## config.mk

```make
export PLATFORM = sky130hd
export DESIGN_NAME = floo_latency_delay_buffer
export DESIGN_NICKNAME = d
export VERILOG_FILES = /design/src/rtl/floo_latency_delay_buffer.sv
export SDC_FILE = /design/constraint.sdc
export NUM_CORES = 2
export LEC_CHECK = 0
export BUFFER_PORTS_ARGS = -buffer_cell sky130_fd_sc_hd__buf_2
export CORE_ASPECT_RATIO = 0.6
export CORE_MARGIN = 2
export CORE_UTILIZATION = 35
export CTS_CLUSTER_DIAMETER = 80
export CTS_CLUSTER_SIZE = 40
export DETAILED_ROUTE_END_ITERATION = 8
export MAX_ROUTING_LAYER = met4
export PLACE_DENSITY = 0.5
export RECOVER_POWER = 100
export SYNTH_ARGS = -nofsm -noshare
export SYNTH_HDL_FRONTEND = slang
export SYNTH_SLANG_ARGS = --single-unit
```

## constraint.sdc

```tcl
create_clock -name clk_i -period 16.1 [get_ports clk_i]
set_input_delay 1.61 -clock clk_i [delete_from_list [all_inputs] [get_ports clk_i]]
set_output_delay 1.61 -clock clk_i [all_outputs]
set_load 0.05 [all_outputs]
```

## src/rtl/floo_latency_delay_buffer.sv

```systemverilog
// floo_latency_delay_buffer
// In-order delay buffer for memory-response modelling. Every accepted beat
// waits for a programmable latency, captured when the beat is accepted, before
// it can leave. Outstanding beats are also limited per transaction ID.
// Entries are kept in a circular FIFO. Each entry carries its own remaining-cycle
// counter, so a beat matures at the same time wherever it sits in the queue.
// Release is still strictly in order.

module floo_latency_delay_buffer #(
    parameter  int unsigned DataWidth    = 64,
    parameter  int unsigned IdWidth      = 4,
    parameter  int unsigned Depth        = 32,
    parameter  int unsigned MaxTxnsPerId = 4,
    parameter  int unsigned MaxLatency   = 255,
    localparam int unsigned NumIds       = 2 ** IdWidth,
    localparam int unsigned LatWidth     = $clog2(MaxLatency + 1),
    localparam int unsigned CntWidth     = $clog2(Depth + 1)
) (
    input  logic                 clk_i,
    input  logic                 rst_i,
    input  logic [LatWidth-1:0]  latency_i,
    input  logic                 in_valid_i,
    output logic                 in_ready_o,
    input  logic [IdWidth-1:0]   in_id_i,
    input  logic [DataWidth-1:0] in_data_i,
    output logic                 out_valid_o,
    input  logic                 out_ready_i,
    output logic [IdWidth-1:0]   out_id_o,
    output logic [DataWidth-1:0] out_data_o,
    output logic [CntWidth-1:0]  occupancy_o,
    output logic                 id_stall_o
);

    localparam int unsigned PtrWidth   = $clog2(Depth);
    localparam int unsigned IdCntWidth = $clog2(MaxTxnsPerId + 1);

    localparam logic [LatWidth:0]     MaxLatExt = (LatWidth + 1)'(MaxLatency);
    localparam logic [CntWidth-1:0]   DepthV    = CntWidth'(Depth);
    localparam logic [PtrWidth-1:0]   LastPtr   = PtrWidth'(Depth - 1);
    localparam logic [IdCntWidth-1:0] MaxTxnV   = IdCntWidth'(MaxTxnsPerId);

    // Queue control state
    logic [PtrWidth-1:0]   r_wptr;
    logic [PtrWidth-1:0]   r_rptr;
    logic [CntWidth-1:0]   r_count;
    logic [IdCntWidth-1:0] r_idcnt [NumIds];

    // Entry storage. The contents are not reset; the pointers and the count decide
    // which entries are live.
    logic [IdWidth-1:0]    r_id   [Depth];
    logic [DataWidth-1:0]  r_data [Depth];
    logic [LatWidth-1:0]   r_rem  [Depth];

    logic [LatWidth:0]     w_lat_ext;
    logic [LatWidth-1:0]   w_leff;
    logic                  w_full;
    logic                  w_id_room;
    logic                  w_head_mature;
    logic                  w_push;
    logic                  w_pop;
    logic [IdWidth-1:0]    w_head_id;
    logic [NumIds-1:0]     w_id_inc;
    logic [NumIds-1:0]     w_id_dec;

    // Effective latency: clamp to MaxLatency, and treat 0 as 1 cycle
    always_comb begin
        w_lat_ext = {1'b0, latency_i};
        if (w_lat_ext > MaxLatExt) begin
            w_leff = MaxLatExt[LatWidth-1:0];
        end else if (latency_i == {LatWidth{1'b0}}) begin
            w_leff = {{(LatWidth-1){1'b0}}, 1'b1};
        end else begin
            w_leff = latency_i;
        end
    end

    // Acceptance and release decisions, plus the externally visible status
    always_comb begin
        w_full        = (r_count == DepthV);
        w_id_room     = (r_idcnt[in_id_i] < MaxTxnV);
        w_head_id     = r_id[r_rptr];
        w_head_mature = (r_count != {CntWidth{1'b0}}) && (r_rem[r_rptr] == {LatWidth{1'b0}});

        in_ready_o  = !rst_i && !w_full && w_id_room;
        id_stall_o  = !rst_i && in_valid_i && !w_full && !w_id_room;
        out_valid_o = !rst_i && w_head_mature;

        if (out_valid_o) begin
            out_id_o   = w_head_id;
            out_data_o = r_data[r_rptr];
        end else begin
            out_id_o   = {IdWidth{1'b0}};
            out_data_o = {DataWidth{1'b0}};
        end

        if (rst_i) begin
            occupancy_o = {CntWidth{1'b0}};
        end else begin
            occupancy_o = r_count;
        end

        w_push = in_valid_i && in_ready_o;
        w_pop  = out_valid_o && out_ready_i;
    end

    // Per-ID increment/decrement requests; if both hit the same ID, they cancel
    always_comb begin
        w_id_inc = {NumIds{1'b0}};
        w_id_dec = {NumIds{1'b0}};
        for (int k = 0; k < NumIds; k++) begin
            if (w_push && (in_id_i == IdWidth'(k))) begin
                w_id_inc[k] = 1'b1;
            end else begin
                w_id_inc[k] = 1'b0;
            end
            if (w_pop && (w_head_id == IdWidth'(k))) begin
                w_id_dec[k] = 1'b1;
            end else begin
                w_id_dec[k] = 1'b0;
            end
        end
    end

    // Pointers, fill count and per-ID outstanding counters
    always_ff @(posedge clk_i) begin
        if (rst_i) begin
            r_wptr  <= {PtrWidth{1'b0}};
            r_rptr  <= {PtrWidth{1'b0}};
            r_count <= {CntWidth{1'b0}};
            for (int k = 0; k < NumIds; k++) begin
                r_idcnt[k] <= {IdCntWidth{1'b0}};
            end
        end else begin
            if (w_push) begin
                r_wptr <= (r_wptr == LastPtr) ? {PtrWidth{1'b0}} : r_wptr + PtrWidth'(1);
            end
            if (w_pop) begin
                r_rptr <= (r_rptr == LastPtr) ? {PtrWidth{1'b0}} : r_rptr + PtrWidth'(1);
            end
            case ({w_push, w_pop})
                2'b10:   r_count <= r_count + CntWidth'(1);
                2'b01:   r_count <= r_count - CntWidth'(1);
                default: r_count <= r_count;
            endcase
            for (int k = 0; k < NumIds; k++) begin
                if (w_id_inc[k] && !w_id_dec[k]) begin
                    r_idcnt[k] <= r_idcnt[k] + IdCntWidth'(1);
                end else if (w_id_dec[k] && !w_id_inc[k]) begin
                    r_idcnt[k] <= r_idcnt[k] - IdCntWidth'(1);
                end
            end
        end
    end

    // Entry write on acceptance. Every other entry counts its remaining latency
    // down to 0. Free slots may also count down, which is harmless because a write
    // reloads the counter.
    always_ff @(posedge clk_i) begin
        for (int i = 0; i < Depth; i++) begin
            if (w_push && (r_wptr == PtrWidth'(i))) begin
                r_id[i]   <= in_id_i;
                r_data[i] <= in_data_i;
                r_rem[i]  <= w_leff - LatWidth'(1);
            end else if (r_rem[i] != {LatWidth{1'b0}}) begin
                r_rem[i]  <= r_rem[i] - LatWidth'(1);
            end
        end
    end

endmodule

```

# Word level (Yosys, flattened, before mapping)
# Memory sizes are Yosys's and may differ from the RTL's. A register that Yosys moved wholly into a read port is not among the register bits.
# Index checks and enable logic that the tools add are counted.
# word_totals
regBits	16
ram_bits	2480
output_inout_bits	77
wordCells	1016
memories	4
# memory_table
memory	words	word_bits	read_ports	rd_ports_with_merged_regs	wr	line_no	text
r_data	32	64	1	1	1	51	logic [DataWidth-1:0] r_data [Depth];
r_rem	32	8	33	1	32	52	logic [LatWidth-1:0] r_rem [Depth];
r_id	32	4	1	1	1	50	logic [IdWidth-1:0] r_id [Depth];
r_idcnt	16	3	17	0	16	46	logic [IdCntWidth-1:0] r_idcnt [NumIds];
# classes
n_addsub	69
magnitude_cmp	1
eq_ne	65
mux	569
bitwise_logic	64
n_reduce_logical	241
# op_table
cell	n
$mux 64	32
$reduce_or 64->1	31
$mux 1	368
$mux 5	70
$mux 8	33
$sub 8x1->8 const B	33
$reduce_bool 8->1	32
$mux 4	32
$reduce_or 4->1	31
$logic_and 1x1->1	105
$mux 3	32
$eq 5x5->1 const B	17
$eq 4x4->1 const B	16
$or 1x1->1	64
$add 3x1->3 const B	16
$sub 3x1->3 const B	16
$eq 5x4->1 const B	8
$logic_not 1->1	35
$eq 4x3->1 const B	8
$eq 5x3->1 const B	4
$eq 4x2->1 const B	4
$logic_not 8->1	2
$pmux 6 s2	1
$add 5x1->5 const B	2
14 further kinds	17

# Logic depth before layout (Yosys ltp)
# logic_depth
depth_word	40
mapped_depth	21
mapped_depth_nobuf	16

# Worst setup path after synthesis
# No wires, ideal clock.
# synth_timing
kind	input-to-reg
startpoint	input in_id_i[0]
endpoint	memory r_rem[17][6] in the netlist's numbering (data pin)
arrival_ns	11.785
t_required_ns	15.831
setup_slack_ns	4.046
stages	11
n_path_buf	3
path_cell_list	buf_6 > mux4_2 > mux4_2 > nor2b_1 > buf_4 > inv_2 > buf_2 > nor4_1 > nor2_1 > nor2_1 > a21oi_1
# synth_rtl
element	line_no	text
start, declared	24	input logic [IdWidth-1:0] in_id_i,
end, declared	52	

# Final worst setup path
# layout_timing
startpoint	input in_id_i[0]
endpoint	memory r_data[27][29] (enable)
# layout_between
elab_chain_len	39
elab_cells_between_ends	193
classes_between	1 x order compare; 126 x mux; 65 x reduce/logical; 1 x memory
# layout_lines
element	line_no	text
$mem_v2 16x3 (*)	-	
$lt 3x3->1 (*)	80	w_id_room = (r_idcnt[in_id_i] < MaxTxnV);
$logic_and 1x1->1 (*)	84	in_ready_o = !rst_i && !w_full && w_id_room;
$logic_and 1x1->1 (*)	102	w_push = in_valid_i && in_ready_o;
$logic_and 1x1->1	160	if (w_push && (r_wptr == PtrWidth'(i))) begin
$mux 1	160	
$mux 1 (not written as such)	162	r_data[i] <= in_data_i;
$reduce_or 64->1 (no source line)	-	
$mux 5 (no source line) / $mux 1 (equally long branches) (31 in series)	-	
end, declared	51	
# Mark *: on every way between the ends. The rest lies on a longest branch, timed or not.

==> results by group <==
Outcome
  – Status: complete, but fails checks
  – Violated checks: capacitance limit, slew limit

STA
  – Final hold vios: 0
  – Tmin final: 11.54 ns
  – Period utilization: 0.717
  – RSZ-0062 raised after global routing: false
  – Setup tns final: 0 ns
  – Max-slew violations: between 2000 and 3000
  – Fmax: about 87 MHz
  – Worst Clk Skew: between 0.06 and 0.07 ns
  – Final WS setup: roughly 4.6 ns
  – Max-slew headroom: -4.22
  – Worst Tran Pin Value: a little under 8 ns
  – Count of final setup violators: 0

Power
  – Int Power: around 0.0095 W
  – P_sw: 0.00335 W
  – Seq pwr share: 0.623
  – Logic pwr share: 0.097
  – P_leak: 33.0 nW
  – Clk pwr share: 0.280
  – Max VDD drop: between 0.00008 and 0.00009 V
  – Sw Ratio: 0.260
  – PD cells: 116 mW/mm2

Synth
  – Synth Area per Inst: 19.6 um2
  – Post-Syn Area: between 0.1 and 0.15 mm2
  – Synth cell count leaders: edfxtp_1, mux4_2, nor2_1
  – Yosys reg bits: ~2500
  – Top FF cell, synth: edfxtp_1
  – Cell with the most instances after synthesis: edfxtp_1
  – Synthesized Nets: roughly 5400
  – Dominant cell type by area after synthesis: edfxtp_1
  – Synth Warn #: 0
  – Number of synthesized flops with an enable pin: 2480
  – Seq/Total Area, Yosys: 0.730
  – Gate Count Post-Synth: 5249
  – Area contributors post-synth: edfxtp_1, mux4_2, mux2i_1
  – Ys async rst share: 0
  – Top cell type's share of synthesized area: 0.725
  – Post-synth cell types: slightly above 90

Floorplan
  – Placeable Area: approximately 0.29 mm2
  – Chip height: roughly 420 um
  – Die width: approximately 700 um
  – Ports: ~160
  – Row count: between 150 and 200
  – DIE AREA: around 0.3 mm2
  – Initial core utilization: 0.353

Global routing
  – GRT Overall Usage: 0.186
  – Largest net degree at the start of global routing: roughly 160
  – Antenna violations before repair: 18
  – GRT overflow: 0
  – First-pass GRT wire length: ~400000 um
  – Vias in the first global route: slightly above 50000

Clock tree
  – Clock Pin Slew Worst Setup and Hold Paths: 0.12 ns
  – Clock tree buffer depth: 3
  – CTS sink count: 2501
  – Clock root cell: clkbuf_16
  – Number of CTS-inserted buffers: slightly below 100
  – CTS H-Tree Depth: 3
  – # resized after CTS: 0
  – Clk_lat worst skew: between 0.7 and 0.8 ns
  – Setup Fix Bufs, Post-CTS: 0
  – CTS tree: yes
  – Hold buffer count at cts: 0

Critical path
  – CP Launch Type: input pin
  – CP max FO: 43
  – Worst Path Required: 16.48 ns
  – Crit path arrival time: 11.92 ns
  – Kind of critical path: input pin to register
  – Setup crit end kind: register

Drt
  – DRC viols: 0
  – Starting DRT DRC Count: 5979
  – Top Metal Used: met4
  – Met2 WL: around 120000 um
  – Vias: between 50000 and 60000
  – ANT nets after route: 0
  – Met1 WL: ~130000 um
  – Routed WL: 273000 um
  – Drt wl/cell: approximately 29 um
  – TritonRoute pass-1 iters: 6
  – Met3 WL: 14200 um
  – Vias per std cell: around 5.5

Layout
  – Fin nets: 5479
  – Fill count: 26235
  – FF/Latch Area: between 0.07 and 0.08 mm2
  – Synthesis-to-finish area growth: 8.47%
  – Multi-input combinational cell area: between 0.02 and 0.03 mm2
  – Layout cell share with drive strength beyond 1: 0.177

Placement
  – Routability Congestion: approximately 0.77
  – I/O Buffers: about 160
  – DP Worst Slack: between 8 and 9 ns
  – Hpwl dp: about 150000 um

Flow run
  – Max_cap viols: 81

Worst hold path
  – Worst min-delay path category: register to register
==> kinds of logic (layout without fill, tap and decap cells) <==
| family | count (synthesis) | in the layout | share of synthesized area |
|---|---|---|---|
| other | 0 | 10 | 0 |
| buffers and inverters | 394 | 554 | 0.0166 |
| AO/OA/AOI/OAI | 356 | 356 | 0.0218 |
| flip-flops | 2501 | 2501 | 0.730 |
| multiplexers | 850 | 850 | 0.165 |
| XOR/XNOR | 184 | 184 | 0.0157 |
| adder cells (fa/ha/maj) | 61 | 61 | 0.00853 |
| AND/OR/NAND/NOR | 903 | 903 | 0.0433 |
==> power groups by stage <==
| stage | Sequential, W | Clock, W | Combinational, W |
|---|---|---|---|
| after floorplan | 0.00807 | 0 | 0.000928 |
| after global placement | 0.00815 | 0 | 0.00120 |
| after detailed placement | 0.00816 | 0 | 0.00124 |
| after CTS | 0.00802 | 0.00371 | 0.00125 |
| after global routing | 0.00809 | 0.00392 | 0.00142 |
| final | 0.00804 | 0.00361 | 0.00125 |
==> cell usage in the layout, fill, tap and decap left out, types with 12 or more instances in the layout <==
master and count:
a21oi_1 175, a22oi_1 16, and2_1 12, and3_1 20, buf_2 16, buf_4 37, clkbuf_1 192, clkbuf_16 99
clkinv_16 15, clkinv_8 12, clkinvlp_2 18, dfxtp_1 16, edfxtp_1 2480, fa_1 15, ha_1 45, inv_1 116
mux2i_1 175, mux4_2 670, nand2_1 159, nand2b_1 13, nand3_1 72, nand3b_1 15, nand4_1 24, nor2_1 329
nor2b_1 20, nor3_1 70, nor3b_1 19, nor4_1 41, o21ai_0 55, o31a_1 13, or3_1 39, or4_1 19
xnor2_1 71, xor2_1 108
==> final cells by class <==
type,count,area share
multi-input combinational,2354,0.235
timing repair buffer,247,0.0103
clock buffer,101,0.0223
antenna,10,0.000225
clock inverter,70,0.0113
inverter,136,0.00479
sequential,2501,0.673
tap,3875,0.0435
==> metrics by stage <==
step	total power, W	util	hold WS (ns)	std cells	cell area [um2]
floorplan	0.00899	-	0.487	5249	103000
global placement	0.00935	0.372	0.523	9113	108000
detailed placement	0.00941	0.372	0.525	9113	108000
CTS	0.0130	0.385	0.545	9284	112000
global route	0.0134	0.383	0.573	9290	111000
finish	0.0129	0.383	0.542	9294	111000
==> path summary, 6_finish.rpt <==
| check | start | end | slack (ns) | cells past startpoint |
|---|---|---|---|---|
| worst max-delay path | in_id_i[0] | r_data[27][29] | 4.56 | 8 |
| worst min register to register | r_rptr[4] | register | 0.54 | 2 |
| worst min-delay path | r_rptr[4] | register | 0.54 | 2 |
| worst max register to register | register | r_idcnt[2][2] | 5.80 | 14 |
==> critical path, stage by stage <==
cell and delay (ns):
clkbuf_1 1.34, mux4_2 0.68, mux4_2 0.52, nor2b_1 0.84
nand3b_1 0.56, nor2_1 2.33, clkbuf_1 2.26, clkbuf_1 1.70
==> sequential cells by signal, summed over array words and instances (netlist names), named ones only <==
name / flops
r_wptr: 5
r_data: 2048
r_count: 6
r_rem: 256
r_rptr: 5
r_idcnt: 48
r_id: 128
==> per-layer routing <==
metal	up-vias	global-route usage
li1	21439	-
met1	27897	0.286
met2	1492	0.274
met3	213	0.0207
met4	0	0.0256
met5	-	-
No activity file was read; power rests on OpenSTA's default activity.
